## src/rtl/alu_pkg.sv

```systemverilog
// rtl/alu_pkg.sv - shared opcodes, flag bit indices and buffer state encoding
package alu_pkg;

  localparam logic [3:0] OP_ADD    = 4'b0000;
  localparam logic [3:0] OP_SUB    = 4'b0001;
  localparam logic [3:0] OP_XOR    = 4'b0010;
  localparam logic [3:0] OP_RED    = 4'b0011;
  localparam logic [3:0] OP_SLL    = 4'b0100;
  localparam logic [3:0] OP_SRA    = 4'b0101;
  localparam logic [3:0] OP_ROR    = 4'b0110;
  localparam logic [3:0] OP_PADDSB = 4'b0111;

  localparam int FLAG_Z = 2;
  localparam int FLAG_V = 1;
  localparam int FLAG_N = 0;

  typedef logic [2:0] flags_t;

  localparam logic [1:0] ST_EMPTY = 2'd0;
  localparam logic [1:0] ST_ONE   = 2'd1;
  localparam logic [1:0] ST_TWO   = 2'd2;

endpackage

```

## src/rtl/alu_flag_calc.sv

```systemverilog
// rtl/alu_flag_calc.sv - next {Z,V,N} from a departing entry and the opcode's update mask
module alu_flag_calc
  import alu_pkg::*;
#(
  parameter int DW = 16
) (
  input  logic [3:0]    opcode,
  input  logic [DW-1:0] result,
  input  logic          ovfl,
  input  flags_t        flags_q,
  output flags_t        flags_d
);

  flags_t mask;
  flags_t raw;

  always_comb begin
    mask = '0;
    case (opcode)
      OP_ADD, OP_SUB:                 mask = 3'b111;
      OP_XOR, OP_SLL, OP_SRA, OP_ROR: mask[FLAG_Z] = 1'b1;
      OP_RED, OP_PADDSB:              mask = '0;
      default:                        mask = '0;
    endcase
  end

  always_comb begin
    raw         = '0;
    raw[FLAG_Z] = (result == '0);
    raw[FLAG_V] = ovfl;
    raw[FLAG_N] = result[DW-1];
  end

  // Bits outside the mask keep their committed value.
  assign flags_d = (raw & mask) | (flags_q & ~mask);

endmodule

```

## src/rtl/alu_result_stage.sv

```systemverilog
// rtl/alu_result_stage.sv - 2-entry in-order skid buffer with flag commit on output handshake
module alu_result_stage
  import alu_pkg::*;
#(
  parameter int DW = 16
) (
  input  logic          clk,
  input  logic          rst_n,
  input  logic          in_valid,
  output logic          in_ready,
  input  logic [3:0]    in_opcode,
  input  logic [DW-1:0] in_result,
  input  logic          in_ovfl,
  input  logic          flush,
  output logic          out_valid,
  input  logic          out_ready,
  output logic [3:0]    out_opcode,
  output logic [DW-1:0] out_result,
  output logic [2:0]    flags
);

  logic [1:0]    state, state_d;
  logic [3:0]    head_op, tail_op;
  logic [DW-1:0] head_res, tail_res;
  logic          head_ovfl, tail_ovfl;
  flags_t        flags_q, flags_d;

  logic in_hs, out_hs;
  logic ld_head_in, ld_head_tail, ld_tail;

  // in_ready depends only on the state register, never on out_ready.
  assign in_ready  = (state != ST_TWO);
  assign out_valid = (state == ST_ONE) || (state == ST_TWO);
  assign in_hs     = in_valid & in_ready & ~flush;
  assign out_hs    = out_valid & out_ready;

  assign out_opcode = head_op;
  assign out_result = head_res;
  assign flags      = flags_q;

  always_comb begin
    state_d      = state;
    ld_head_in   = 1'b0;
    ld_head_tail = 1'b0;
    ld_tail      = 1'b0;
    case (state)
      ST_EMPTY: begin
        if (in_hs) begin
          state_d    = ST_ONE;
          ld_head_in = 1'b1;
        end
      end
      ST_ONE: begin
        if (in_hs && out_hs) begin
          ld_head_in = 1'b1;
        end else if (in_hs) begin
          state_d = ST_TWO;
          ld_tail = 1'b1;
        end else if (out_hs) begin
          state_d = ST_EMPTY;
        end
      end
      ST_TWO: begin
        if (out_hs) begin
          state_d      = ST_ONE;
          ld_head_tail = 1'b1;
        end
      end
      default: state_d = ST_EMPTY;
    endcase
    if (flush) begin
      state_d = ST_EMPTY;
    end
  end

  alu_flag_calc #(.DW(DW)) u_flag_calc (
    .opcode  (head_op),
    .result  (head_res),
    .ovfl    (head_ovfl),
    .flags_q (flags_q),
    .flags_d (flags_d)
  );

  always_ff @(posedge clk or negedge rst_n) begin
    if (!rst_n) begin
      state     <= ST_EMPTY;
      head_op   <= '0;
      head_res  <= '0;
      head_ovfl <= 1'b0;
      tail_op   <= '0;
      tail_res  <= '0;
      tail_ovfl <= 1'b0;
      flags_q   <= '0;
    end else begin
      state <= state_d;
      if (ld_head_in) begin
        head_op   <= in_opcode;
        head_res  <= in_result;
        head_ovfl <= in_ovfl;
      end else if (ld_head_tail) begin
        head_op   <= tail_op;
        head_res  <= tail_res;
        head_ovfl <= tail_ovfl;
      end
      if (ld_tail) begin
        tail_op   <= in_opcode;
        tail_res  <= in_result;
        tail_ovfl <= in_ovfl;
      end
      // Flags commit even in a flush cycle if the head departs.
      if (out_hs) begin
        flags_q <= flags_d;
      end
    end
  end

endmodule

```

## config.mk

```make
export PLATFORM = sky130hd
export DESIGN_NAME = alu_result_stage
export DESIGN_NICKNAME = d
export VERILOG_FILES = /design/src/rtl/alu_pkg.sv /design/src/rtl/alu_flag_calc.sv /design/src/rtl/alu_result_stage.sv
export SDC_FILE = /design/constraint.sdc
export NUM_CORES = 1
export LEC_CHECK = 0
export BUFFER_PORTS_ARGS = -buffer_cell sky130_fd_sc_hd__clkbuf_2
export CORE_MARGIN = 2
export CORE_UTILIZATION = 54
export CTS_CLUSTER_SIZE = 16
export DETAILED_ROUTE_END_ITERATION = 12
export PLACE_DENSITY = 0.79
export SLEW_MARGIN = 20
export SYNTH_ARGS = -nofsm -noshare
export SYNTH_HDL_FRONTEND = slang
export SYNTH_HIERARCHICAL = 1
export SYNTH_SLANG_ARGS = --single-unit
```

## constraint.sdc

```tcl
create_clock -name clk -period 2.05 [get_ports clk]
set_input_delay 0.41 -clock clk [delete_from_list [all_inputs] [get_ports clk]]
set_output_delay 0.41 -clock clk [all_outputs]
set_load 0.03 [all_outputs]
```

**After elaboration in Yosys (flattened, before gate mapping)**

Cells that the tools add are included.
Widths: inputs -> output; s select.

- Eq/ne operators: 12
- Reductions and logical operators: 9
- Bitwise gates (word level): 8
- Multiplexer cells: 22

Operators with widths:

| cell | number |
|---|---|
| $mux 16 | 2 |
| $logic_not 16->1 | 1 |
| $mux 2 | 7 |
| $eq 4x3->1 const B | 3 |
| $mux 1 | 9 |
| $ne 3x3->1 const B | 3 |
| $mux 4 | 2 |
| $and 3x3->3 | 2 |
| $pmux 2 s3 | 1 |
| $reduce_or 6->1 | 1 |
| $eq 4x1->1 const B | 1 |
| $eq 4x2->1 const B | 1 |
| $logic_not 4->1 | 1 |
| $ne 4x4->1 const B | 1 |
| $reduce_and 4->1 | 1 |
| $and 1x1->1 | 3 |
| $not 3->3 | 1 |
| $or 3x3->3 | 1 |
| $eq 2x1->1 const B | 1 |
| $eq 2x2->1 const B | 1 |
| $logic_not 2->1 | 1 |
| $ne 2x2->1 const B | 1 |
| $pmux 1 s2 | 1 |
| $reduce_bool 2->1 | 1 |
| 4 further kinds | 4 |

- Output and inout port bits: 25
- Logic and storage cells: 59
- Input bits: 26
- Bits in registers: 47

**Longest topological paths before layout**

Gate-level depths: netlist of run 1.

- Depth in word-level cells: 8
- Mapped depth: 7
- Gate-level depth less buffers: 6

**Hierarchy**

Netlist of run 1, hierarchy kept.

By module, submodules not included:

| module | cells each | times used | area an instance (sq um) | sequential area each (sq um) |
|---|---|---|---|---|
| alu_result_stage | 166 | 1 | 2267.2 | 1176.1 |
| alu_flag_calc | 11 | 1 | 98.8 | 0.0 |

**Least setup slack after synthesis of run 1**

No wires, ideal clock.

- Path type: reg2reg
- From: register state[1]
- To: register tail_op[0]
- Data required time: 1.925 ns
- Path buffers: 1
- Stages on the path, launching flop included: 7
- Setup time: 0.125 ns
- Data arrival time: 1.725 ns
- Setup slack: 0.200 ns
- Period minus slack after synthesis: 1.850 ns
- Path through: dfrtp_1 > inv_1 > ha_1 > nand2_2 > nand2_4 > buf_6 > mux2_4

- Cells in the longest elaborated chain, start to end: 6
- Elaborated cells on any way between the ends: 11
- Classes of those cells: 3 x eq/ne; 3 x mux; 3 x bitwise; 2 x reduce/logical

Ends and longest elaborated chain:

| element | RTL line | source |
|---|---|---|
| start: declaration | alu_result_stage.sv:22 | `logic [1:0] state, state_d;` |
| start signal: assignment | alu_result_stage.sv:95 | `state <= state_d;` |
| $eq 2x1->1 / $eq 2x2->1 (equally long branches) | alu_result_stage.sv:33 | `assign out_valid = (state == ST_ONE) \|\| (state == ST_TWO);` |
| $logic_or 1x1->1 (*) | alu_result_stage.sv:33 |  |
| named net out_valid | alu_result_stage.sv:15 | `output logic out_valid,` |
| $and 1x1->1 (*) | alu_result_stage.sv:35 | `assign out_hs = out_valid & out_ready;` |
| $logic_and 1x1->1 (*) | alu_result_stage.sv:54 | `if (in_hs && out_hs) begin` |
| $mux 1 (*) | alu_result_stage.sv:54 |  |
| $mux 1 (*) | alu_result_stage.sv:46 | `case (state)` |
| end signal: assignment | alu_result_stage.sv:106 | `tail_op <= in_opcode;` |
| end: declaration | alu_result_stage.sv:23 | `logic [3:0] head_op, tail_op;` |

Mark *: on every way through the listed nets, which the timed path passes. The rest lies on a longest branch.
A chain may end at the register's enable or synchronous reset.

**Worst setup path in the final report of run 1**

- From: register state[1]
- To: register tail_res[12]

- Cells in the longest elaborated chain, start to end: 6
- Elaborated cells on any way between the ends: 11
- Classes of those cells: 3 x eq/ne; 3 x mux; 3 x bitwise; 2 x reduce/logical

Ends and longest elaborated chain:

| element | RTL line | source |
|---|---|---|
| $ne 2x2->1 (tied with other cells) | alu_result_stage.sv:32 | `assign in_ready = (state != ST_TWO);` |
| $and 1x1->1 / $logic_or 1x1->1 (equally long branches) | alu_result_stage.sv:34, alu_result_stage.sv:33 |  |
| $and 1x1->1, on equally long branches | alu_result_stage.sv:34, alu_result_stage.sv:35 |  |
| $mux 1 / $logic_and 1x1->1 (equally long branches) | alu_result_stage.sv:56, alu_result_stage.sv:54 |  |
| $mux 1 | alu_result_stage.sv:54 |  |
| $mux 1 (*) | alu_result_stage.sv:46 |  |
| end signal: assignment | alu_result_stage.sv:107 | `tail_res <= in_result;` |
| end: declaration | alu_result_stage.sv:24 | `logic [DW-1:0] head_res, tail_res;` |

Every way passes the cells marked *; elsewhere a longest branch is shown, timed or not.

==> summary.md, run 1 <==
| Metric | Value |
|---|---|
| Cell family with most CP delay | `simple AND/OR/NAND/NOR gates` |
| Final Total Pwr | `0.00431 W` |
| Final WL | `4.52 mm` |
| Worst path required time | `2.24 ns` |
| FP Rows | `24` |
| First-pass GRT wire length | `7.51 mm` |
| Global router's overall resource usage | `0.194` |
| Fin util | `0.650` |
| Placer Congestion | `0.914` |
| Initial core utilization | `0.551` |
| Number of port buffers | `50` |
| Synthesized instance count | `177` |
| Max cap viols | `0` |
| Final period utilization | `0.941` |
| Worst slew pin tran | `0.514 ns` |
| Crit Path Class | `reg2reg` |
| Initial DRC Count | `91` |
| Nets@finish | `261` |
| FFs w/ async S/R, synth | `1.00` |
| Ys flop type | `dfrtp_1` |
| Syn avg cell area | `13.4 sq um` |
| Filler cells | `327` |
| Post-DR wirelength/cell | `16.0 um` |
| Clock share of power | `0.165` |
| Synth Cell Area | `2370 sq um` |
| Routed Antenna Nets | `0` |
| Combinational share of power | `0.438` |
| Clk sinks | `47` |
| Pre-antenna DRT Iters | `4` |
| Clock Skews | `0.00896 ns` |
| Status | `finished, final reports clean` |
| Crit-path cells | `inv_1 > ha_1 > nand2_2 > nand2_4 > mux2_2` |
| # resized after CTS | `0` |
| Number of vias per cell | `5.44` |
| # setup viols final | `0` |
| N_diodes | `0` |
| DP Wirelength | `3.18 mm` |
| Vias in the first global route | `1559` |
| Core area | `4290 sq um` |
| Critical path's slowest cell | `dfrtp_1` |
| Most frequent cell after synthesis | `dfrtp_1` |
| Cell count after placement | `275` |
| Synth top cells by count | `dfrtp_1 (47), mux2i_1 (22), nor2_1 (22), a21oi_2 (19), mux2_4 (19)` |
| Die area | `4930 sq um` |
| # DRC | `0` |
| Worst min path class | `in2async` |
| Sw Ratio | `0.395` |
| Area grow syn2layout | `18.0%` |
| Worst slew margin | `0.657` |
| Max Freq | `518 MHz` |
| Syn_nets | `208` |
| Unrepaired setup endpoints after global routing | `no` |
| Post-CTS Setup Bufs | `0` |
| Share of layout cells above drive strength 1 | `0.502` |
| Met3 Usage GRT | `0.0332` |
| Non-filler instance count after layout | `283` |
| Endpoint class of the critical path | `register` |
| Net Sw Power | `0.00170 W` |
| Final hold vios | `0` |
| Hold Worst Slack | `0.0604 ns` |
| Total power density per cell area | `1540 nW/um^2` |
| Post-synth top area share | `0.497` |
| Crit-path max FO | `22` |
| Clock latency at the later pin of the worst-skew pair | `0.30 ns` |
| Initial antenna violation count | `0` |
| Gr busiest metal | `met2` |
| Worst path max stage delay | `0.42 ns` |
| Yosys top cell by area | `dfrtp_1` |
| Total congestion overflow | `0` |
| CTS Buffer Depth | `2` |
| Worst Path Buf+Inv | `1` |
| Clock slew at reported path FFs | `0.09 ns` |
| Num CTS Buffers | `5` |
| Leak pwr | `1.46 nW` |
| Cts hold-fix bufs | `0` |
| CP arrival | `2.12 ns` |
| Yosys reg bits | `47` |
| Largest cells by area after synthesis | `dfrtp_1 (50%), mux2_4 (12%), mux2i_1 (9.3%)` |
| Root Buffer | `clkbuf_8` |
| Total vias in the final route | `1539` |
| Cell internal pwr | `0.00260 W` |
| Reg power frac | `0.397` |
| Final-report max-slew violation count | `0` |
| GR Layer Usage met1 | `0.266` |
| I/O Pins | `51` |
| Die Wd | `70.2 um` |
| Startpoint Class | `register` |
| Min Tclk post-route | `1.93 ns` |
| H-tree depth reported by CTS | `2` |
| Register area share after synthesis | `0.497` |
| Post-synth EDFFs | `0` |
| Largest net degree at the start of global routing | `30` |
| Post-synth cell types | `29` |
| Setup_tns | `0 ns` |
| IR Drop Worst-Case VDD | `0.000692 V` |
| M2 GR Usage | `0.311` |
| Synth warn | `6` |
| Die Ht | `70.2 um` |
| CTS tree | `done` |
## stage by stage
stage	cell area (sq um)	worst slack [ns]
2_1_floorplan	2370	0.200
3_3_place_gp	2680	0.191
3_5_place_dp	2680	0.124
4_1_cts	2790	0.121
5_1_grt	2790	0.0113
6_report	2790	0.120
## cell type report
type / count / area, sq um / area share
clock buffer: 6 / 82.6 / 0.0296
sequential: 47 / 1180 / 0.421
clock inverter: 2 / 35.0 / 0.0125
inverter: 4 / 15.0 / 0.00538
multi-input combinational: 118 / 1100 / 0.394
timing repair buffer: 54 / 318 / 0.114
tap: 52 / 65.1 / 0.0233
## final timing paths
check | from | cells past startpoint | to | slack (ns)
setup / recovery | state[1]$_DFFE_PN0P_ | 5 | tail_res[12]$_DFFE_PN0P_ | 0.12
hold / removal | rst_n | 1 | tail_res[14]$_DFFE_PN0P_ | 0.06
setup reg to reg | state[1]$_DFFE_PN0P_ | 5 | tail_res[12]$_DFFE_PN0P_ | 0.12
hold reg to reg | tail_res[11]$_DFFE_PN0P_ | 1 | tail_res[11]$_DFFE_PN0P_ | 0.51
max in group asynchronous | rst_n | 2 | out_result[5]$_DFFE_PN0P_ | 1.46
min in group clk | in_opcode[3] | 2 | tail_op[3]$_DFFE_PN0P_ | 0.35
## state kept, by name, summed over array words and instances (netlist names)
register / flops
tail_res: 16
head_ovfl: 1
out_opcode: 4
tail_op: 4
flags: 3
tail_ovfl: 1
out_result: 16
state: 2
## routing by layer
layer	vias to the layer above	part of all wire
met2	37	0.50
met5	-	0
met1	763	0.45
li1	732	-
met3	7	0.036
met4	0	0.014
## worst reg2reg max path, delay by kind of cell (launching register included)
kind | cells | cell delay (ns)
adders and majority gates | 1 | 0.42
DFF | 1 | 0.42
muxes | 1 | 0.40
buffers and inverters | 1 | 0.09
and+or+nand+nor | 2 | 0.50
## cells in the final DEF, fill, tap and decap left out
cell / n
a21o_1: 2
a21oi_1: 3
a21oi_2: 19
a31oi_4: 1
and4bb_2: 1
and4bb_4: 1
buf_12: 3
buf_4: 1
bufinv_16: 1
clkbuf_2: 50
clkbuf_8: 6
clkinv_2: 1
dfrtp_1: 47
ha_1: 5
inv_1: 4
mux2_2: 7
mux2_4: 19
mux2i_1: 22
nand2_1: 1
nand2_2: 1
nand2_4: 1
nand3_1: 2
nand3b_1: 1
nand4_1: 1
nor2_1: 22
nor3_2: 1
nor4_1: 1
nor4_2: 3
o211ai_1: 1
o21ai_0: 1
o21ai_1: 1
o2bb2ai_1: 1
## cell families after synthesis
group / count (synthesis) / share of synthesized area
flip-flops: 47 / 0.497
buffers and inverters: 12 / 0.0375
multiplexers: 48 / 0.247
adder cells (fa/ha/maj): 5 / 0.0264
AO/OA/AOI/OAI: 29 / 0.103
AND/OR/NAND/NOR: 36 / 0.0888
## power by group through the flow
stage	Sequential (W)	Combinational [W]	Clock (W)
2_1_floorplan	0.00206	0.00107	0
3_3_place_gp	0.00171	0.00185	0
3_5_place_dp	0.00172	0.00189	0
4_1_cts	0.00171	0.00190	0.000723
5_1_grt	0.00178	0.00201	0.000755
6_report	0.00171	0.00189	0.000711
No activity file was read; power rests on OpenSTA's default activity.
==> run 2, diff against run 1 <==
--- a/config.mk
+++ b/config.mk
@@ -7,12 +7,11 @@
 export LEC_CHECK = 0
 export BUFFER_PORTS_ARGS = -buffer_cell sky130_fd_sc_hd__clkbuf_2
 export CORE_MARGIN = 2
-export CORE_UTILIZATION = 54
+export CORE_UTILIZATION = 57
 export CTS_CLUSTER_SIZE = 16
 export DETAILED_ROUTE_END_ITERATION = 12
-export PLACE_DENSITY = 0.79
+export PLACE_DENSITY = 0.84
 export SLEW_MARGIN = 20
 export SYNTH_ARGS = -nofsm -noshare
 export SYNTH_HDL_FRONTEND = slang
-export SYNTH_HIERARCHICAL = 1
 export SYNTH_SLANG_ARGS = --single-unit
==> constraint.sdc (replaced) <==
create_clock -name clk -period 2.3 [get_ports clk]
set_input_delay 0.46 -clock clk [delete_from_list [all_inputs] [get_ports clk]]
set_output_delay 0.46 -clock clk [all_outputs]
set_load 0.03 [all_outputs]
==> summary.md, run 2 <==
| Metric | Value |
|---|---|
| Most common cell after layout, fill and taps aside | `clkbuf_2` |
| Final WL | `4.13 mm` |
| Num CTS Buffers | `5` |
| Initial core utilization | `0.604` |
| Critical Path End | `tail_op[3]$_DFFE_PN0P_` |
| Clock slew at reported path FFs | `0.08 ns` |
| Nets@finish | `255` |
| Unrepaired setup endpoints after global routing | `no` |
| Placer Congestion | `0.873` |
| Pre-antenna DRT Iters | `4` |
| Number of vias per cell | `5.50` |
| Core area | `3720 sq um` |
| Crit-path max FO | `21` |
| Register area share after synthesis | `0.524` |
| Share of layout cells above drive strength 1 | `0.465` |
| Hold Worst Slack | `0.245 ns` |
| Total vias in the final route | `1507` |
| Post-DR wirelength/cell | `15.1 um` |
| Worst path required time | `2.48 ns` |
| Post-synth top area share | `0.524` |
| # resized after CTS | `0` |
| Startpoint Class | `register` |
| Synthesized instance count | `172` |
| Worst slew pin tran | `0.586 ns` |
| Leak pwr | `1.32 nW` |
| IR Drop Worst-Case VDD | `0.000740 V` |
| Area after DPL | `2540 sq um` |
| CTS tree | `done` |
| H-tree depth reported by CTS | `2` |
| Most frequent cell after synthesis | `dfrtp_1` |
| Non-filler instance count after layout | `274` |
| Vias in the first global route | `1454` |
| Ys flop type | `dfrtp_1` |
| Status | `finished, final reports clean` |
| Die Ht | `66.8 um` |
| Crit path from | `state[0]$_DFFE_PN0P_` |
| Syn avg cell area | `13.1 sq um` |
| RR Startpoint | `state[0]$_DFFE_PN0P_` |
| Global router's overall resource usage | `0.209` |
| Reg-to-Reg End | `tail_op[3]$_DFFE_PN0P_` |
| CP arrival | `2.18 ns` |
| Setup_tns | `0 ns` |
| Max cap viols | `0` |
| Yosys reg bits | `47` |
| Largest net degree at the start of global routing | `48` |
| Initial antenna violation count | `0` |
| Max Freq | `501 MHz` |
| Yosys top cell by area | `dfrtp_1` |
| Worst slew margin | `0.609` |
| Initial DRC Count | `80` |
| Post-CTS Setup Bufs | `0` |
| Final-report max-slew violation count | `0` |
| Synth top cells by count | `dfrtp_1 (47), mux2i_1 (23), nor2_1 (21), a21oi_2 (19), mux2_2 (18)` |
| Root Buffer | `clkbuf_8` |
| R2R depth | `5` |
| # setup viols final | `0` |
| Min Tclk post-route | `2.00 ns` |
| Total congestion overflow | `0` |
| # DRC | `0` |
| Reg2reg setup slack | `0.30 ns` |
| Endpoint class of the critical path | `register` |
| FFs w/ async S/R, synth | `1.00` |
| CTS Buffer Depth | `2` |
| Routed Antenna Nets | `0` |
| Cts hold-fix bufs | `0` |
| Clock Skews | `0.00467 ns` |
| Design area | `2620 sq um` |
| Final hold vios | `0` |
| Largest cells by area after synthesis | `dfrtp_1 (52%), mux2i_1 (10%), mux2_2 (9.0%)` |
| Cell count after placement | `266` |
| N_diodes | `0` |
| Post-synth EDFFs | `0` |
| Die area | `4460 sq um` |
| Number of port buffers | `50` |
| Clk sinks | `47` |
| Worst min path class | `in2async` |
| Post-synth cell types | `29` |
| Most frequent cells in the layout | `clkbuf_2 (50), dfrtp_1 (47), mux2i_1 (23), nor2_1 (21), a21oi_2 (19)` |
| Area grow syn2layout | `16.6%` |
| Die Wd | `66.8 um` |
| Syn_nets | `202` |
| FP Rows | `22` |
| First-pass GRT wire length | `6.81 mm` |
| Crit Path Class | `reg2reg` |
| I/O Pins | `51` |
| Synth warn | `0` |
| Total power density per cell area | `1370 nW/um^2` |
| DP Wirelength | `2.97 mm` |
| Clock latency at the later pin of the worst-skew pair | `0.30 ns` |
| Final period utilization | `0.868` |
| Synth Cell Area | `2240 sq um` |
==> run 2: cell types whose count changed after synthesis, moves of 2 or more <==
cell,before,now
mux2_4,19,2
mux2_2,7,18
mux2_1,0,3
nor4_1,1,4
nor4_2,3,0
a21o_1,2,0
==> run 2: worst max-delay path: stages (launching register included) <==
cell and delay, ns:
dfrtp_1 0.38, inv_1 0.08, ha_1 0.26, and4bb_4 0.40, nand2_2 0.32, mux2_1 0.43
==> run 2: per-layer routing <==
metal,vias to the layer above,GRT usage,part of all wire
met5,-,0,0
met4,0,0.0765,0.011
met3,5,0.0659,0.064
met2,39,0.323,0.47
met1,749,0.277,0.45
li1,714,-,-
==> run 2: final cells by class <==
cell class              count  area (sq um)
fillers                   294          1100
well taps                  48          60.1
flip-flops and latches     47          1180
multi-input cells         114           983
clock buffers               7          76.3
clock inverters             1          5.00
repair buffers             54           305
inverters                   3          11.3
==> run 2: cells by family (layout without fill, tap and decap cells) <==
group | after synthesis | count (layout) | share of synthesized area
muxes | 46 | 46 | 0.221
DFF | 47 | 47 | 0.524
and+or+nand+nor | 37 | 37 | 0.0847
adders and majority gates | 4 | 4 | 0.0223
buffers and inverters | 11 | 65 | 0.0379
AOI/OAI and AO/OA | 27 | 27 | 0.110
==> run 2: worst min-delay path by stage <==
stage                                        start                        end  cells after the start
after detailed placement  tail_res[14]$_DFFE_PN0P_   tail_res[14]$_DFFE_PN0P_                      1
after floorplan                              rst_n                  async pin                      0
after global placement      tail_op[0]$_DFFE_PN0P_     tail_op[0]$_DFFE_PN0P_                      1
after global routing                         rst_n  out_opcode[2]$_DFFE_PN0P_                      2
final                                        rst_n  out_opcode[2]$_DFFE_PN0P_                      2
after CTS                                    rst_n  out_result[7]$_DFFE_PN0P_                      2
==> run 2: through the flow <==
step                      setup slack (ns)   util  total power (W)
after CTS                            0.284  0.704          0.00361
final                                0.304  0.704          0.00358
after global routing                 0.165  0.704          0.00379
after detailed placement             0.291  0.682          0.00314
after floorplan                      0.346      -          0.00269
after global placement               0.380  0.682          0.00307
==> run 2: power breakdown <==
part | switching, W | internal, W | total (W) | leakage, nW
clock network | 0.000255 | 0.000213 | 0.000469 | 0.0422
logic | 0.000949 | 0.000660 | 0.00161 | 0.726
registers | 0.000272 | 0.00123 | 0.00150 | 0.551
total | 0.00148 | 0.00210 | 0.00358 | 1.32
==> run 3, diff against run 2 <==
--- a/config.mk
+++ b/config.mk
@@ -11,6 +11,7 @@
 export CTS_CLUSTER_SIZE = 16
 export DETAILED_ROUTE_END_ITERATION = 12
 export PLACE_DENSITY = 0.84
+export SETUP_SLACK_MARGIN = 0.4
 export SLEW_MARGIN = 20
 export SYNTH_ARGS = -nofsm -noshare
 export SYNTH_HDL_FRONTEND = slang
==> summary.md, run 3 (synthesized netlist as in run 2, its figures left out) <==
| Metric | Value |
|---|---|
| Status | `finished, final reports clean` |
| Post-DR wirelength/cell | `14.8 um` |
| Vias in the first global route | `1416` |
| Crit-path cells | `inv_1 > ha_2 > nand2_2 > or4_4 > mux2_4` |
| Min Tclk post-route | `1.89 ns` |
| Global router's overall resource usage | `0.208` |
| Core area | `3720 sq um` |
| CP arrival | `2.07 ns` |
| Cell family with most CP delay | `simple AND/OR/NAND/NOR gates` |
| Clk sinks | `47` |
| Die area | `4460 sq um` |
| Largest net degree at the start of global routing | `29` |
| Final hold vios | `0` |
| Total congestion overflow | `0` |
| Crit-path max FO | `5` |
| I/O Pins | `51` |
| Root Buffer | `clkbuf_8` |
| Worst min path class | `in2async` |
| Total power density per cell area | `1350 nW/um^2` |
| FP Rows | `22` |
| Worst slew margin | `0.630` |
| Hold Worst Slack | `0.137 ns` |
| Worst Path Buf+Inv | `1` |
| Endpoint class of the critical path | `register` |
| Placer Congestion | `0.868` |
| Setup_tns | `0 ns` |
| Number of port buffers | `50` |
| Die Ht | `66.8 um` |
| Routed Antenna Nets | `0` |
| Max cap viols | `0` |
| Non-filler instance count after layout | `276` |
| Pre-antenna DRT Iters | `3` |
| Worst path max stage delay | `0.45 ns` |
| Startpoint Class | `register` |
| Most common cell after layout, fill and taps aside | `clkbuf_2` |
| Worst slew pin tran | `0.555 ns` |
| CTS Buffer Depth | `2` |
| N_diodes | `0` |
| Share of layout cells above drive strength 1 | `0.478` |
| First-pass GRT wire length | `6.89 mm` |
| Area after DPL | `2530 sq um` |
| Max Freq | `529 MHz` |
| Initial antenna violation count | `0` |
| Clock latency at the later pin of the worst-skew pair | `0.29 ns` |
| Clock slew at reported path FFs | `0.08 ns` |
| Initial DRC Count | `60` |
| Crit Path Class | `reg2reg` |
| Final-report max-slew violation count | `0` |
| Area grow syn2layout | `17.8%` |
| Initial core utilization | `0.604` |
| Critical path's slowest cell | `or4_4` |
| Cell count after placement | `267` |
| Die Wd | `66.8 um` |
| Number of vias per cell | `5.32` |
| DP Wirelength | `3.02 mm` |
| IR Drop Worst-Case VDD | `0.000868 V` |
| Nets@finish | `257` |
| Worst path required time | `2.48 ns` |
| Total vias in the final route | `1469` |
| Most frequent cells in the layout | `clkbuf_2 (49), dfrtp_1 (47), mux2i_1 (23), nor2_1 (21), a21oi_2 (19)` |
| Leak pwr | `1.33 nW` |
| Num CTS Buffers | `5` |
| CTS tree | `done` |
| Unrepaired setup endpoints after global routing | `yes` |
| H-tree depth reported by CTS | `2` |
| Final WL | `4.09 mm` |
| Filler cells | `281` |
| Clock Skews | `0.00510 ns` |
| Design area | `2650 sq um` |
| Final period utilization | `0.822` |
| # DRC | `0` |
| # setup viols final | `0` |
| Cts hold-fix bufs | `0` |
[run 3: worst reg2reg max path, cell delays in order, from the launching register on]
cell and delay [ns]:
dfrtp_1 0.39, inv_1 0.09, ha_2 0.40, nand2_2 0.12
or4_4 0.45, mux2_4 0.31
[run 3: final cells by class]
cell class	count	area (sq um)	share of cell area
Multi-Input combinational cell	114	993	0.376
Clock inverter	1	5.00	0.00189
Sequential cell	47	1180	0.445
Timing Repair Buffer	56	323	0.122
Tap cell	48	60.1	0.0227
Inverter	3	11.3	0.00426
Clock buffer	7	76.3	0.0289
[run 3: layer usage]
layer / global-route usage / share of wire / wire, um / vias up
met2: 0.314 / 0.46 / 1880 / 38
met3: 0.0574 / 0.058 / 239 / 5
met1: 0.295 / 0.47 / 1930 / 707
met5: 0 / 0 / 0 / -
li1: - / - / - / 719
met4: 0.0612 / 0.012 / 48 / 0
[run 3: worst paths after layout]
path                            cells after the start  slack, ns                          to               startpoint
worst min-delay path                                1       0.14   out_opcode[2]$_DFFE_PN0P_                    rst_n
worst max-delay path                                5       0.41                    register     state[1]$_DFFE_PN0P_
max in group asynchronous                           2       1.62  out_result[11]$_DFFE_PN0P_                    rst_n
worst min register to register                      1       0.51     tail_res[0]$_DFFE_PN0P_  tail_res[0]$_DFFE_PN0P_
min in group clk                                    2       0.40    tail_res[14]$_DFFE_PN0P_            in_result[14]
worst max register to register                      5       0.41                    register     state[1]$_DFFE_PN0P_
[run 3: timing repair]
| action | 4_1_cts | 5_1_grt |
|---|---|---|
| resized for setup | 1 | 6 |
| setup buffers | 0 | 1 |
| pin swaps | 1 | 1 |
| endpoints found under the setup margin | 37 | 43 |
[run 3: per-stage QoR]
stage / power [W] / worst slack [ns] / util
2_1_floorplan: 0.00270 / 0.443 / -
6_report: 0.00358 / 0.410 / 0.712
3_3_place_gp: 0.00306 / 0.374 / 0.682
3_5_place_dp: 0.00312 / 0.294 / 0.682
4_1_cts: 0.00359 / 0.410 / 0.705
5_1_grt: 0.00381 / 0.346 / 0.712
[run 3: power breakdown]
group	leakage [nW]	switching (W)	internal, W	total (W)
logic	0.735	0.000950	0.000667	0.00162
clock network	0.0422	0.000254	0.000213	0.000468
registers	0.551	0.000271	0.00123	0.00150
total	1.33	0.00147	0.00211	0.00358
